## config.mk

```make
export PLATFORM = sky130hd
export DESIGN_NAME = sa_col_drain
export DESIGN_NICKNAME = d
export VERILOG_FILES = /design/src/rtl/sa_pkg.sv /design/src/rtl/sa_drain_fifo.sv /design/src/rtl/sa_col_drain.sv
export SDC_FILE = /design/constraint.sdc
export NUM_CORES = 1
export LEC_CHECK = 0
export BUFFER_PORTS_ARGS = -buffer_cell sky130_fd_sc_hd__buf_2
export CORE_AREA = 2 2 178 180
export DETAILED_ROUTE_END_ITERATION = 10
export DIE_AREA = 0 0 180 182
export MAX_ROUTING_LAYER = met4
export PLACE_DENSITY = 0.71
export REMOVE_ABC_BUFFERS = 1
export SYNTH_ARGS = -nofsm -noshare
export SYNTH_HDL_FRONTEND = slang
export SYNTH_HIERARCHICAL = 1
export SYNTH_SLANG_ARGS = --single-unit
```

## constraint.sdc

```tcl
create_clock -name clk -period 17.35 [get_ports clk]
set_input_delay 5.205 -clock clk [delete_from_list [all_inputs] [get_ports clk]]
set_output_delay 5.205 -clock clk [all_outputs]
set_load 0.02 [all_outputs]
```

## src/rtl/sa_pkg.sv

```systemverilog
// Shared types and constants for the systolic-array column drain.
package sa_pkg;

  localparam int SHIFT_W = 6;

  typedef enum logic [1:0] {DR_IDLE, DR_ISSUE, DR_TAIL, DR_DONE} drain_state_t;

endpackage

```

## src/rtl/sa_drain_fifo.sv

```systemverilog
// First-word-fall-through synchronous FIFO with occupancy count.
// DEPTH must be a power of two so the pointers wrap naturally.
module sa_drain_fifo #(
  parameter int WIDTH = 34,
  parameter int DEPTH = 8
) (
  input  logic                       clk,
  input  logic                       rst,
  input  logic                       wr_en,
  input  logic [WIDTH-1:0]           wr_data,
  input  logic                       rd_en,
  output logic [WIDTH-1:0]           rd_data,
  output logic                       empty,
  output logic [$clog2(DEPTH):0]     count
);

  localparam int AW = $clog2(DEPTH);
  localparam int CW = AW + 1;

  logic [WIDTH-1:0] mem [DEPTH];
  logic [AW-1:0]    wr_ptr_q, wr_ptr_d;
  logic [AW-1:0]    rd_ptr_q, rd_ptr_d;
  logic [CW-1:0]    count_q, count_d;
  logic             push, pop;

  // A write into a full FIFO is only taken when the same cycle frees a slot.
  always_comb begin
    pop      = rd_en && (count_q != '0);
    push     = wr_en && ((count_q != CW'(DEPTH)) || pop);
    wr_ptr_d = push ? wr_ptr_q + 1'b1 : wr_ptr_q;
    rd_ptr_d = pop ? rd_ptr_q + 1'b1 : rd_ptr_q;
    count_d  = count_q + {{AW{1'b0}}, push} - {{AW{1'b0}}, pop};
  end

  always_ff @(posedge clk) begin
    if (rst) begin
      wr_ptr_q <= '0;
      rd_ptr_q <= '0;
      count_q  <= '0;
    end else begin
      wr_ptr_q <= wr_ptr_d;
      rd_ptr_q <= rd_ptr_d;
      count_q  <= count_d;
    end
  end

  always_ff @(posedge clk) begin
    if (push) mem[wr_ptr_q] <= wr_data;
  end

  assign rd_data = mem[rd_ptr_q];
  assign empty   = (count_q == '0);
  assign count   = count_q;

endmodule

```

## src/rtl/sa_col_drain.sv

```systemverilog
// Column drain: sequences the PE buffer shift, captures each word at the column bottom,
// rescales and narrows it into an output FIFO. Optional SA_DRAIN_SAT_EN selects saturation.
module sa_col_drain
  import sa_pkg::*;
#(
  parameter int ROWS       = 4,
  parameter int DATA_WIDTH = 48,
  parameter int OUT_WIDTH  = 32,
  parameter int DRAIN_LAT  = 2,
  parameter int FIFO_DEPTH = 8
) (
  input  logic                     clk,
  input  logic                     rst,
  input  logic                     drain_req_in,
  input  logic [SHIFT_W-1:0]       shift_in,
  input  logic [DATA_WIDTH-1:0]    bottom_in,
  output logic                     sys_buf_en_out,
  output logic                     psu_clr_out,
  output logic                     drain_busy_out,
  output logic                     drain_done_out,
  output logic                     out_valid,
  input  logic                     out_ready,
  output logic [OUT_WIDTH-1:0]     out_data,
  output logic [$clog2(ROWS)-1:0]  out_row
`ifdef SA_DRAIN_SAT_EN
  ,
  output logic                     sat_flag_out
`endif
);

  localparam int ROW_W   = $clog2(ROWS);
  localparam int FW      = OUT_WIDTH + ROW_W;
  localparam int CW      = $clog2(FIFO_DEPTH) + 1;
  localparam int CNT_MAX = (ROWS > DRAIN_LAT) ? ROWS : DRAIN_LAT;
  localparam int CNT_W   = $clog2(CNT_MAX + 1);

  drain_state_t        state_q, state_d;
  logic [CNT_W-1:0]    cnt_q, cnt_d;
  logic [SHIFT_W-1:0]  shift_q, shift_d;
  logic                pending_q, pending_d;
  logic [DRAIN_LAT-1:0] cap_q, cap_d;
  logic [ROW_W-1:0]    cap_cnt_q, cap_cnt_d;
  logic                cap_vld, space_ok, accept;
  logic [CW-1:0]       fifo_count;
  logic                fifo_empty;
  logic [FW-1:0]       fifo_rd;
  logic [ROW_W-1:0]    cap_row;
  logic [OUT_WIDTH-1:0] narrowed;

  // Reserving ROWS free entries at accept guarantees no capture push can be refused.
  assign space_ok = (fifo_count <= CW'(FIFO_DEPTH - ROWS));
  assign accept   = (state_q == DR_IDLE) && (drain_req_in || pending_q) && space_ok;

  always_comb begin
    state_d   = state_q;
    cnt_d     = cnt_q;
    shift_d   = shift_q;
    pending_d = pending_q;
    case (state_q)
      DR_IDLE: begin
        if (accept) begin
          state_d   = DR_ISSUE;
          cnt_d     = '0;
          shift_d   = shift_in;
          pending_d = 1'b0;
        end else if (drain_req_in) begin
          pending_d = 1'b1;
        end
      end
      DR_ISSUE: begin
        if (cnt_q == CNT_W'(ROWS - 1)) begin
          state_d = DR_TAIL;
          cnt_d   = '0;
        end else begin
          cnt_d = cnt_q + 1'b1;
        end
      end
      DR_TAIL: begin
        if (cnt_q == CNT_W'(DRAIN_LAT - 1)) state_d = DR_DONE;
        else                                cnt_d   = cnt_q + 1'b1;
      end
      default: state_d = DR_IDLE;
    endcase
  end

  // Capture strobe is the issue strobe seen DRAIN_LAT cycles later.
  always_comb begin
    cap_d     = (cap_q << 1) | DRAIN_LAT'(sys_buf_en_out);
    cap_cnt_d = cap_vld ? cap_cnt_q + 1'b1 : cap_cnt_q;
    if (state_q == DR_DONE) cap_cnt_d = '0;
  end

  assign cap_vld = cap_q[DRAIN_LAT-1];
  assign cap_row = ROW_W'(ROWS - 1) - cap_cnt_q;

  always_ff @(posedge clk) begin
    if (rst) begin
      state_q   <= DR_IDLE;
      cnt_q     <= '0;
      shift_q   <= '0;
      pending_q <= 1'b0;
      cap_q     <= '0;
      cap_cnt_q <= '0;
    end else begin
      state_q   <= state_d;
      cnt_q     <= cnt_d;
      shift_q   <= shift_d;
      pending_q <= pending_d;
      cap_q     <= cap_d;
      cap_cnt_q <= cap_cnt_d;
    end
  end

`ifdef SA_DRAIN_SAT_EN
  logic signed [DATA_WIDTH-1:0] shifted;
  logic                         clamp;
  logic                         sat_q, sat_d;

  // Out of range when the bits above the output sign are not all copies of it.
  always_comb begin
    shifted = $signed(bottom_in) >>> shift_q;
    clamp   = (shifted[DATA_WIDTH-1:OUT_WIDTH-1] !=
               {(DATA_WIDTH-OUT_WIDTH+1){shifted[DATA_WIDTH-1]}});
    if (!clamp)                    narrowed = shifted[OUT_WIDTH-1:0];
    else if (shifted[DATA_WIDTH-1]) narrowed = {1'b1, {(OUT_WIDTH-1){1'b0}}};
    else                           narrowed = {1'b0, {(OUT_WIDTH-1){1'b1}}};
    sat_d = sat_q | (cap_vld & clamp);
  end

  always_ff @(posedge clk) begin
    if (rst) sat_q <= 1'b0;
    else     sat_q <= sat_d;
  end

  assign sat_flag_out = sat_q;
`else
  assign narrowed = OUT_WIDTH'($signed(bottom_in) >>> shift_q);
`endif

  sa_drain_fifo #(
    .WIDTH (FW),
    .DEPTH (FIFO_DEPTH)
  ) u_fifo (
    .clk     (clk),
    .rst     (rst),
    .wr_en   (cap_vld),
    .wr_data ({cap_row, narrowed}),
    .rd_en   (out_ready),
    .rd_data (fifo_rd),
    .empty   (fifo_empty),
    .count   (fifo_count)
  );

  assign sys_buf_en_out = (state_q == DR_ISSUE);
  assign drain_done_out = (state_q == DR_DONE);
  assign psu_clr_out    = (state_q == DR_DONE);
  assign drain_busy_out = (state_q != DR_IDLE) || pending_q;
  assign out_valid      = !fifo_empty;
  // Gate the stream fields so idle outputs read as zero rather than stale RAM.
  assign out_data       = out_valid ? fifo_rd[OUT_WIDTH-1:0] : '0;
  assign out_row        = out_valid ? fifo_rd[FW-1:OUT_WIDTH] : '0;

endmodule

```

==> results of run 1 <==
-- power groups by stage --
stage          combinational (mW)  clock [mW]  sequential [mW]
3_3_place_gp                0.946           0             1.02
4_1_cts                     0.964       0.586             1.01
3_5_place_dp                0.960           0             1.02
6_report                    0.967       0.574             1.01
5_1_grt                      1.04       0.614             1.01
2_1_floorplan               0.632           0             1.05
-- synth_stat cells, types with 3 or more instances --
cell / count
nor4_1: 4
clkbuf_1: 29
o21ai_0: 25
nand2b_1: 10
buf_2: 16
buf_12: 7
nor3b_1: 4
mux4_1: 15
o22ai_1: 6
ha_1: 16
mux2_4: 22
xnor2_1: 3
or3_1: 5
clkbuf_4: 3
dfxtp_1: 29
mux2i_1: 57
o221ai_1: 9
nand2_1: 70
buf_4: 5
nand3_1: 8
mux2_1: 3
nor3_1: 15
o21ai_1: 7
nor2_1: 51
o211ai_1: 8
a211oi_1: 9
nor2b_1: 45
mux2_2: 28
buf_6: 4
mux4_2: 92
a221oi_1: 10
inv_1: 19
edfxtp_1: 272
a22oi_1: 4
and2_1: 5
a21oi_1: 19
-- state kept, by name (all words and copies together), names as in the netlist, 2 cells and up, named ones only --
register / count
u_fifo/mem: 272
cnt_q: 3
cap_cnt_q: 2
u_fifo/wr_ptr_q: 3
state_q: 2
u_fifo/count: 4
cap_q: 2
u_fifo/rd_ptr_q: 3
shift_q: 6
-- worst register-to-register path, stage by stage (launching register included) --
cell and delay [ns]:
dfxtp_4 1.03, mux4_1 0.49, nor2_1 0.05, nor2_1 0.33
o21ai_0 0.16, a221oi_1 0.93
-- through the flow --
stage               power [mW]   util  hold slack, ns
detailed placement        1.98  0.517           0.428
global placement          1.97  0.517           0.424
floorplan                 1.68      -           0.414
finish                    2.55  0.545           0.439
global route              2.67  0.545           0.461
CTS                       2.56  0.545           0.446
-- worst max-delay path by stage --
stage	to	startpoint	cells after the start	slack [ns]
after global routing	out_data[15]	flop	5	8.63
after CTS	out_data[28]	flop	5	8.77
after global placement	out_data[28]	flop	5	9.40
final	out_data[28]	flop	5	8.88
after floorplan	u_fifo/mem[0][0]$_DFFE_PP_	out_ready	3	7.87
after detailed placement	out_data[28]	flop	5	9.35
-- per-layer routing --
metal,part of all wire,GRT usage
met4,0.021,0.0472
met5,0,-
met1,0.44,0.299
met2,0.48,0.335
met3,0.066,0.0281
-- final cells by class --
cell class | count | area (µm²)
antenna | 1 | 2.50
clock inverter | 18 | 123
inverter | 21 | 78.8
clock buffer | 34 | 744
tap | 402 | 503
timing repair buffer | 117 | 638
multi-input combinational | 592 | 6030
sequential | 301 | 8760
fill | 2479 | 14100
-- cells by family after synthesis --
logic type / synth area share
flops: 0.573
simple gates: 0.0750
mux: 0.245
compound gates: 0.0556
buf+inv: 0.0351
fa+ha+maj: 0.0144
xor+xnor: 0.00172
==> impl_metrics.yaml, run 1 <==
outcome:
  status: "complete, no violations"
timing:
  slew_violations: 0
  grt_setup_unrepaired: "no"
  tns_ns: 0
  fmax_mhz: 118
  fin_crit_ns: 8.47
  finalHoldViolCount: 0
  setup_violations: 0
  slew_headroom: 0.205
  worst_pin_slew_ns: 1.18
  worst_slack_ns: 8.88
  timing.final.crit_share: 0.488
  skew_ns: 0.0195
clocking:
  clk-insertion-delay-late_ns: 0.54
  h-tree-depth: 1
  holdBufCountCts: 0
  post_cts_buffers: 0
  cts_tree: "built"
  cts_buffers: 29
  clk_path_buf_depth: 3
  cts-root-buf: "clkbuf_16"
  ctsResizeCount: 0
  path_clk_slew_ns: 0.06
  cts_sinks: 301
critical_path:
  r2r-end: "u_fifo/mem[7][29]$_DFFE_PP_"
  slowest_stage: "dfxtp_4"
  reg2reg_slack_ns: 14.00
  startpoint_type: "flop"
  regToRegStartpoint: "shift_q[1]$_SDFFE_PP0P_"
  crit_fanout: 36
  cp.arrival_ns: 3.26
  critPathKind: "flop to output port"
  cp.required_ns: 12.14
  path_cells: "buf_4, mux4_1, mux2_4, nor2b_1, buf_2"
  slowest_delay_ns: 0.76
  r2r_cells: 5
  worst-path-buf-inv: 2
  path_delay_family: "multiplexers"
  cp-end-kind: "output port"
global_routing:
  grt_max_degree: 69
  antenna_found_initial: 2
  track_usage: 0.213
  overflow: 0
  grt_pass1_wl_um: 52700
  grt_pass1_vias: 8920
synthesis:
  synthDistinctLibCells: 73
  syn_area_per_cell_um2: 15.6
  yosysSeqAreaShare: 0.573
  synth_top_area_share: 0.535
  synthCells: 981
  netlist_area_um2: 15300
  yosys-top-cells-area: "edfxtp_1, mux4_2, dfxtp_1"
  synth_edf_count: 272
  dominantRegCellSynth: "edfxtp_1"
  synth_warnings: 6
  ys_ff_latch: 301
  yosys.area.top_type: "edfxtp_1"
  ys_async_sr_fraction: 0
final_layout:
  mostFrequentLayoutCell: "edfxtp_1"
  syn2layout_area_growth_pct: 10.6
  nets: 1137
  fin_cells: 1486
  final_layout_size_suffix_gt1_frac: 0.296
  final_cell_mix: "edfxtp_1, buf_2, mux4_2"
  final_area_um2: 16900
die:
  dieWidth_um: 180
  initial_core_util: 0.493
  dieHeight_um: 182
  ioPinCount: 97
  core_um2: 31000
  die_area_um2: 32800
  row_count: 65
power:
  combPwrFrac: 0.380
  cellPowerDensity_nw_per_um2: 151
  switching_power_uw: 895
  internal-power_mw: 1.65
  p_clk_frac: 0.225
  pwr-share-seq: 0.395
  p_leak_nw: 5.66
  ir_drop_mv: 0.0869
  switching_share: 0.351
worst_hold_path:
  hold_depth: 1
  hp-class: "flop to flop"
  holdPathEnd: "cap_q[1]$_SDFF_PP0_"
  min_from: "cap_q[0]$_SDFF_PP0_"
detailed_routing:
  drt-vias-per-instance: 6.17
  first_pass_iters: 6
  drt-wirelength-per-cell_um: 22.8
  postRouteAntennaNets: 0
  routed_wl_um: 33900
  initialDrtViolationCount: 1119
  drc: 0
  vias: 9163
place:
  place_hpwl_um: 21400
  place_inst: 1433
  place_congestion: 1.01
  dpl_worst_slack_ns: 9.35
  dpl_cell_area_um2: 16000
  port_buffers: 96
run:
  maxCapViolCount: 0
No activity file was read; power rests on OpenSTA's default activity.
==> inputs of run 2 (changes only) <==
- clock period: 17.35 -> 8.1 ns (I/O delays scaled with it)
==> run 2 against run 1 <==
  * Cell area rose by 0.92%
  * Utilization increased by 0.50 points
  * Flip-flop and latch count did not move
  * Total power is 120% higher
  * Sequential share of layout area shrank 0.47 points
  * Count of clock-buffer cells in the layout up 1
  * Clock power grew 150%
  * Worst hold slack worse by 0.0034 ns
  * Critical path depth unchanged
  * Highest routed layer unchanged
==> impl_metrics.yaml, run 2 (same netlist as run 1, synthesis figures left out) <==
outcome:
  status: "complete, no violations"
final_layout:
  mostFrequentLayoutCell: "edfxtp_1"
  syn2layout_area_growth_pct: 11.6
  top_register: "u_fifo/mem"
  final_area_um2: 17000
  largest_reg_flops: 272
  nets: 1138
  final_layout_size_suffix_gt1_frac: 0.304
  final_cell_mix: "edfxtp_1, buf_2, mux4_2"
critical_path:
  regToRegStartpoint: "shift_q[1]$_SDFFE_PP0P_"
  reg2reg_slack_ns: 4.53
  critPathKind: "flop to output port"
  cp.arrival_ns: 3.25
  startpoint_type: "flop"
  r2r-end: "u_fifo/mem[5][1]$_DFFE_PP_"
  r2r_cells: 6
  crit_fanout: 40
  cp-end-kind: "output port"
  cp.required_ns: 5.67
die:
  initial_core_util: 0.493
  die_area_um2: 32800
  dieHeight_um: 182
  ioPinCount: 97
  dieWidth_um: 180
  core_um2: 31000
  row_count: 65
timing:
  fin_crit_ns: 5.68
  worst_pin_slew_ns: 1.27
  grt_setup_unrepaired: "no"
  timing.final.crit_share: 0.701
  skew_ns: 0.0100
  setup_violations: 0
  fmax_mhz: 176
  finalHoldViolCount: 0
  slew_violations: 0
  slew_headroom: 0.147
  tns_ns: 0
global_routing:
  antenna_found_initial: 1
  track_usage: 0.212
  grt_pass1_vias: 8824
  overflow: 0
  grt_pass1_wl_um: 52500
  grt_max_degree: 69
place:
  dpl_cell_area_um2: 16000
  port_buffers: 96
  place_congestion: 0.975
  place_hpwl_um: 21600
clocking:
  cts-root-buf: "clkbuf_16"
  h-tree-depth: 1
  cts_tree: "built"
  post_cts_buffers: 0
  cts_sinks: 301
  cts_buffers: 30
  holdBufCountCts: 0
  clk_path_buf_depth: 3
  path_clk_slew_ns: 0.06
  clk-insertion-delay-late_ns: 0.54
  ctsResizeCount: 0
power:
  p_leak_nw: 5.74
  cellPowerDensity_nw_per_um2: 331
  ir_drop_mv: 0.183
detailed_routing:
  first_pass_iters: 5
  postRouteAntennaNets: 0
  drt-wirelength-per-cell_um: 22.7
  drt-vias-per-instance: 6.08
  vias: 9044
  initialDrtViolationCount: 912
  routed_wl_um: 33800
  drc: 0
worst_hold_path:
  hold_depth: 1
  min_from: "cap_q[0]$_SDFF_PP0_"
  hp-class: "flop to flop"
  holdPathEnd: "cap_q[1]$_SDFF_PP0_"
run:
  maxCapViolCount: 0
-- run 2: cell types whose count changed in the layout (fill, tap and decap cells not counted), sizes merged --
| cell | delta |
|---|---|
| clkbuf | +1 |
| inv | -2 |
| clkinv | -1 |
| bufinv | +4 |
-- run 2: worst max path at each step --
stage / from / endpoint / slack, ns
floorplan: out_ready / u_fifo/mem[0][0]$_DFFE_PP_ / 1.40
global placement: flop / out_data[15] / 2.93
detailed placement: flop / out_data[29] / 2.90
CTS: flop / out_data[29] / 2.31
global route: flop / out_data[29] / 2.17
finish: flop / out_data[15] / 2.42
-- run 2: cell type report --
| cell class | count | area (µm²) |
|---|---|---|
| Multi-Input combinational cell | 592 | 6030 |
| Tap cell | 402 | 503 |
| Clock inverter | 19 | 231 |
| Antenna cell | 1 | 2.50 |
| Sequential cell | 301 | 8760 |
| Timing Repair Buffer | 117 | 638 |
| Clock buffer | 35 | 791 |
| Fill cell | 2441 | 14000 |
| Inverter | 21 | 78.8 |
-- run 2: metrics by stage --
stage | setup WS (ns) | utilization | total power [mW] | std cells | hold slack [ns]
final | 2.42 | 0.550 | 5.63 | 1488 | 0.435
after global routing | 2.17 | 0.550 | 5.91 | 1488 | 0.452
after CTS | 2.31 | 0.550 | 5.66 | 1487 | 0.445
after detailed placement | 2.90 | 0.517 | 4.25 | 1433 | 0.431
after global placement | 2.93 | 0.517 | 4.22 | 1433 | 0.421
after floorplan | 1.40 | - | 3.60 | 914 | 0.414
-- run 2: power by group --
group	internal, mW	total [mW]	switching [mW]
clock	0.856	1.41	0.555
combinational	0.782	2.09	1.30
sequential	2.06	2.13	0.0689
total	3.70	5.63	1.93
-- run 2: critical path, stage by stage (launching register included) --
cell	delay [ns]
dfxtp_4	0.86
buf_4	0.60
mux4_1	0.64
mux2_4	0.28
nor2b_1	0.12
buf_2	0.17
-- run 2: layer usage --
| metal | GRT usage | share of wire |
|---|---|---|
| met1 | 0.297 | 0.44 |
| met2 | 0.338 | 0.48 |
| met3 | 0.0229 | 0.060 |
| met4 | 0.0498 | 0.021 |
| met5 | - | 0 |
==> inputs of run 3 (changes only) <==
- ABC_AREA: default -> 1
- clock period: 8.1 -> 5.7 ns (I/O delays scaled with it)
==> run 3 against run 2 <==
  * Global-route usage is 2.5 points higher
  * Count of clock-buffer cells in the layout rose by 4
  * Non-clock buffer count rose by 2
  * Sequential power up 54%
  * Synthesized cell count is 74% higher
  * Critical path type unchanged
  * Total power is 64% higher
  * First-iteration DRC count increased by 30%
  * Clock skew down 0.0016 ns
==> impl_metrics.yaml, run 3 <==
outcome:
  status: "complete, no violations"
global_routing:
  grt_pass1_vias: 11300
  grt_max_degree: 109
  overflow: 0
  antenna_found_initial: 0
  track_usage: 0.237
  grt_pass1_wl_um: 60200
synthesis:
  netlist_area_um2: 15200
  ys_async_sr_fraction: 0
  ys_ff_latch: 301
  synthCells: 1711
  synthDistinctLibCells: 34
  yosysSeqAreaShare: 0.576
  synth_warnings: 6
  syn_area_per_cell_um2: 8.88
  synth_edf_count: 272
  yosys.area.top_type: "edfxtp_1"
  dominantRegCellSynth: "edfxtp_1"
  yosys-top-cells-area: "edfxtp_1, nand3_1, nand2_1"
  synth_top_area_share: 0.538
  synth_common_cells: "nand2_1, nand3_1, edfxtp_1, nor2_1, o21ai_0"
  yosysMostFrequentCell: "nand2_1"
clocking:
  cts_buffers: 28
  path_clk_slew_ns: 0.06
  h-tree-depth: 1
  holdBufCountCts: 0
  cts-root-buf: "clkbuf_16"
  cts_tree: "built"
  post_cts_buffers: 0
  ctsResizeCount: 0
  cts_sinks: 301
  clk-insertion-delay-late_ns: 0.54
  clk_path_buf_depth: 3
critical_path:
  critPathKind: "flop to output port"
  cp.required_ns: 3.99
  r2r-end: "u_fifo/mem[7][11]$_DFFE_PP_"
  crit_fanout: 72
  regToRegStartpoint: "shift_q[1]$_SDFFE_PP0P_"
  startpoint_type: "flop"
  cp.arrival_ns: 3.24
  cp-end-kind: "output port"
  reg2reg_slack_ns: 2.49
  r2r_cells: 10
die:
  core_um2: 31000
  row_count: 65
  dieWidth_um: 180
  dieHeight_um: 182
  die_area_um2: 32800
  ioPinCount: 97
  initial_core_util: 0.490
worst_hold_path:
  hold_depth: 2
  hp-class: "flop to flop"
  min_from: "cap_q[0]$_SDFF_PP0_"
  holdPathEnd: "cap_q[1]$_SDFF_PP0_"
detailed_routing:
  postRouteAntennaNets: 0
  initialDrtViolationCount: 1189
  first_pass_iters: 6
  vias: 12100
  drt-wirelength-per-cell_um: 17.4
  routed_wl_um: 37900
  drt-vias-per-instance: 5.58
  drc: 0
place:
  place_inst: 2122
  place_congestion: 1.01
  port_buffers: 96
  place_hpwl_um: 23700
final_layout:
  mostFrequentLayoutCell: "nand2_1"
  syn2layout_area_growth_pct: 10.2
  diodes: 0
  nets: 1825
  largest_reg_flops: 272
  top_register: "u_fifo/mem"
  fillers: 2732
  final_cell_mix: "nand2_1, nand3_1, edfxtp_1"
  fin_cells: 2174
  final_layout_size_suffix_gt1_frac: 0.104
power:
  switching_power_mw: 3.83
  p_leak_nw: 6.63
  switching_share: 0.415
  combPwrFrac: 0.439
  p_clk_frac: 0.204
  ir_drop_mv: 0.303
  cellPowerDensity_nw_per_um2: 550
  pwr-share-seq: 0.357
  internal-power_mw: 5.39
timing:
  hold_slack_ns: 0.416
  finalHoldViolCount: 0
  slew_headroom: 0.158
  worst_pin_slew_ns: 1.26
  slew_violations: 0
  skew_ns: 0.00841
  setup_violations: 0
  fin_crit_ns: 4.95
  grt_setup_unrepaired: "no"
  fmax_mhz: 202
  timing.final.crit_share: 0.868
run:
  maxCapViolCount: 0
-- run 3: worst max-delay path by stage --
stage / slack, ns / endpoint / cells after the start / start
2_1_floorplan: -0.39 / out_row[0] / 7 / flop
3_3_place_gp: 1.44 / out_data[13] / 9 / flop
3_5_place_dp: 1.30 / out_data[13] / 9 / flop
4_1_cts: 0.73 / out_data[13] / 9 / flop
5_1_grt: 0.40 / out_data[13] / 9 / flop
6_report: 0.75 / out_data[13] / 9 / flop
-- run 3: metal layers --
| metal | part of all wire | GRT usage |
|---|---|---|
| met5 | 0 | - |
| met4 | 0.028 | 0.0728 |
| met3 | 0.065 | 0.0283 |
| met2 | 0.48 | 0.393 |
| met1 | 0.43 | 0.307 |
-- run 3: logic make-up (layout without fill, tap and decap cells) --
| kind of cell | Yosys count | after routing | synth area share |
|---|---|---|---|
| compound gates | 257 | 257 | 0.0865 |
| xor+xnor | 2 | 2 | 0.00115 |
| fa+ha+maj | 17 | 17 | 0.0145 |
| buf+inv | 194 | 255 | 0.0599 |
| flops | 301 | 301 | 0.576 |
| simple gates | 940 | 940 | 0.262 |
-- run 3: critical path, cell delays in order (launching register included) --
cell and delay (ns):
dfxtp_4 0.54, clkinv_2 0.80, buf_4 0.57, o21ai_0 0.22, o21ai_0 0.12, nand2_1 0.08
nand2_1 0.06, inv_1 0.06, nor2_1 0.04, buf_2 0.17
-- run 3: power by group through the flow --
stage / registers, mW / logic, mW / clock network (mW)
2_1_floorplan: 3.43 / 2.60 / 0
3_3_place_gp: 3.33 / 3.91 / 0
3_5_place_dp: 3.34 / 4.00 / 0
4_1_cts: 3.29 / 4.02 / 1.90
5_1_grt: 3.31 / 4.55 / 1.98
6_report: 3.29 / 4.05 / 1.87
-- run 3: per-stage QoR --
step | utilization | TNS [ns] | power [mW] | cell area [µm²] | setup WS, ns
2_1_floorplan | - | -11.61 | 6.03 | 14600 | -0.394
3_3_place_gp | 0.511 | 0 | 7.24 | 15800 | 1.44
3_5_place_dp | 0.511 | 0 | 7.34 | 15800 | 1.30
4_1_cts | 0.541 | 0 | 9.22 | 16700 | 0.729
5_1_grt | 0.541 | 0 | 9.84 | 16700 | 0.396
6_report | 0.541 | 0 | 9.21 | 16700 | 0.750
-- run 3: layout make-up --
type | instances | area [µm²] | area share
Clock buffer | 39 | 763 | 0.0456
Clock inverter | 13 | 165 | 0.00986
Inverter | 84 | 319 | 0.0190
Multi-Input combinational cell | 1216 | 5590 | 0.334
Sequential cell | 301 | 8760 | 0.523
Tap cell | 402 | 503 | 0.0300
Timing Repair Buffer | 119 | 653 | 0.0390
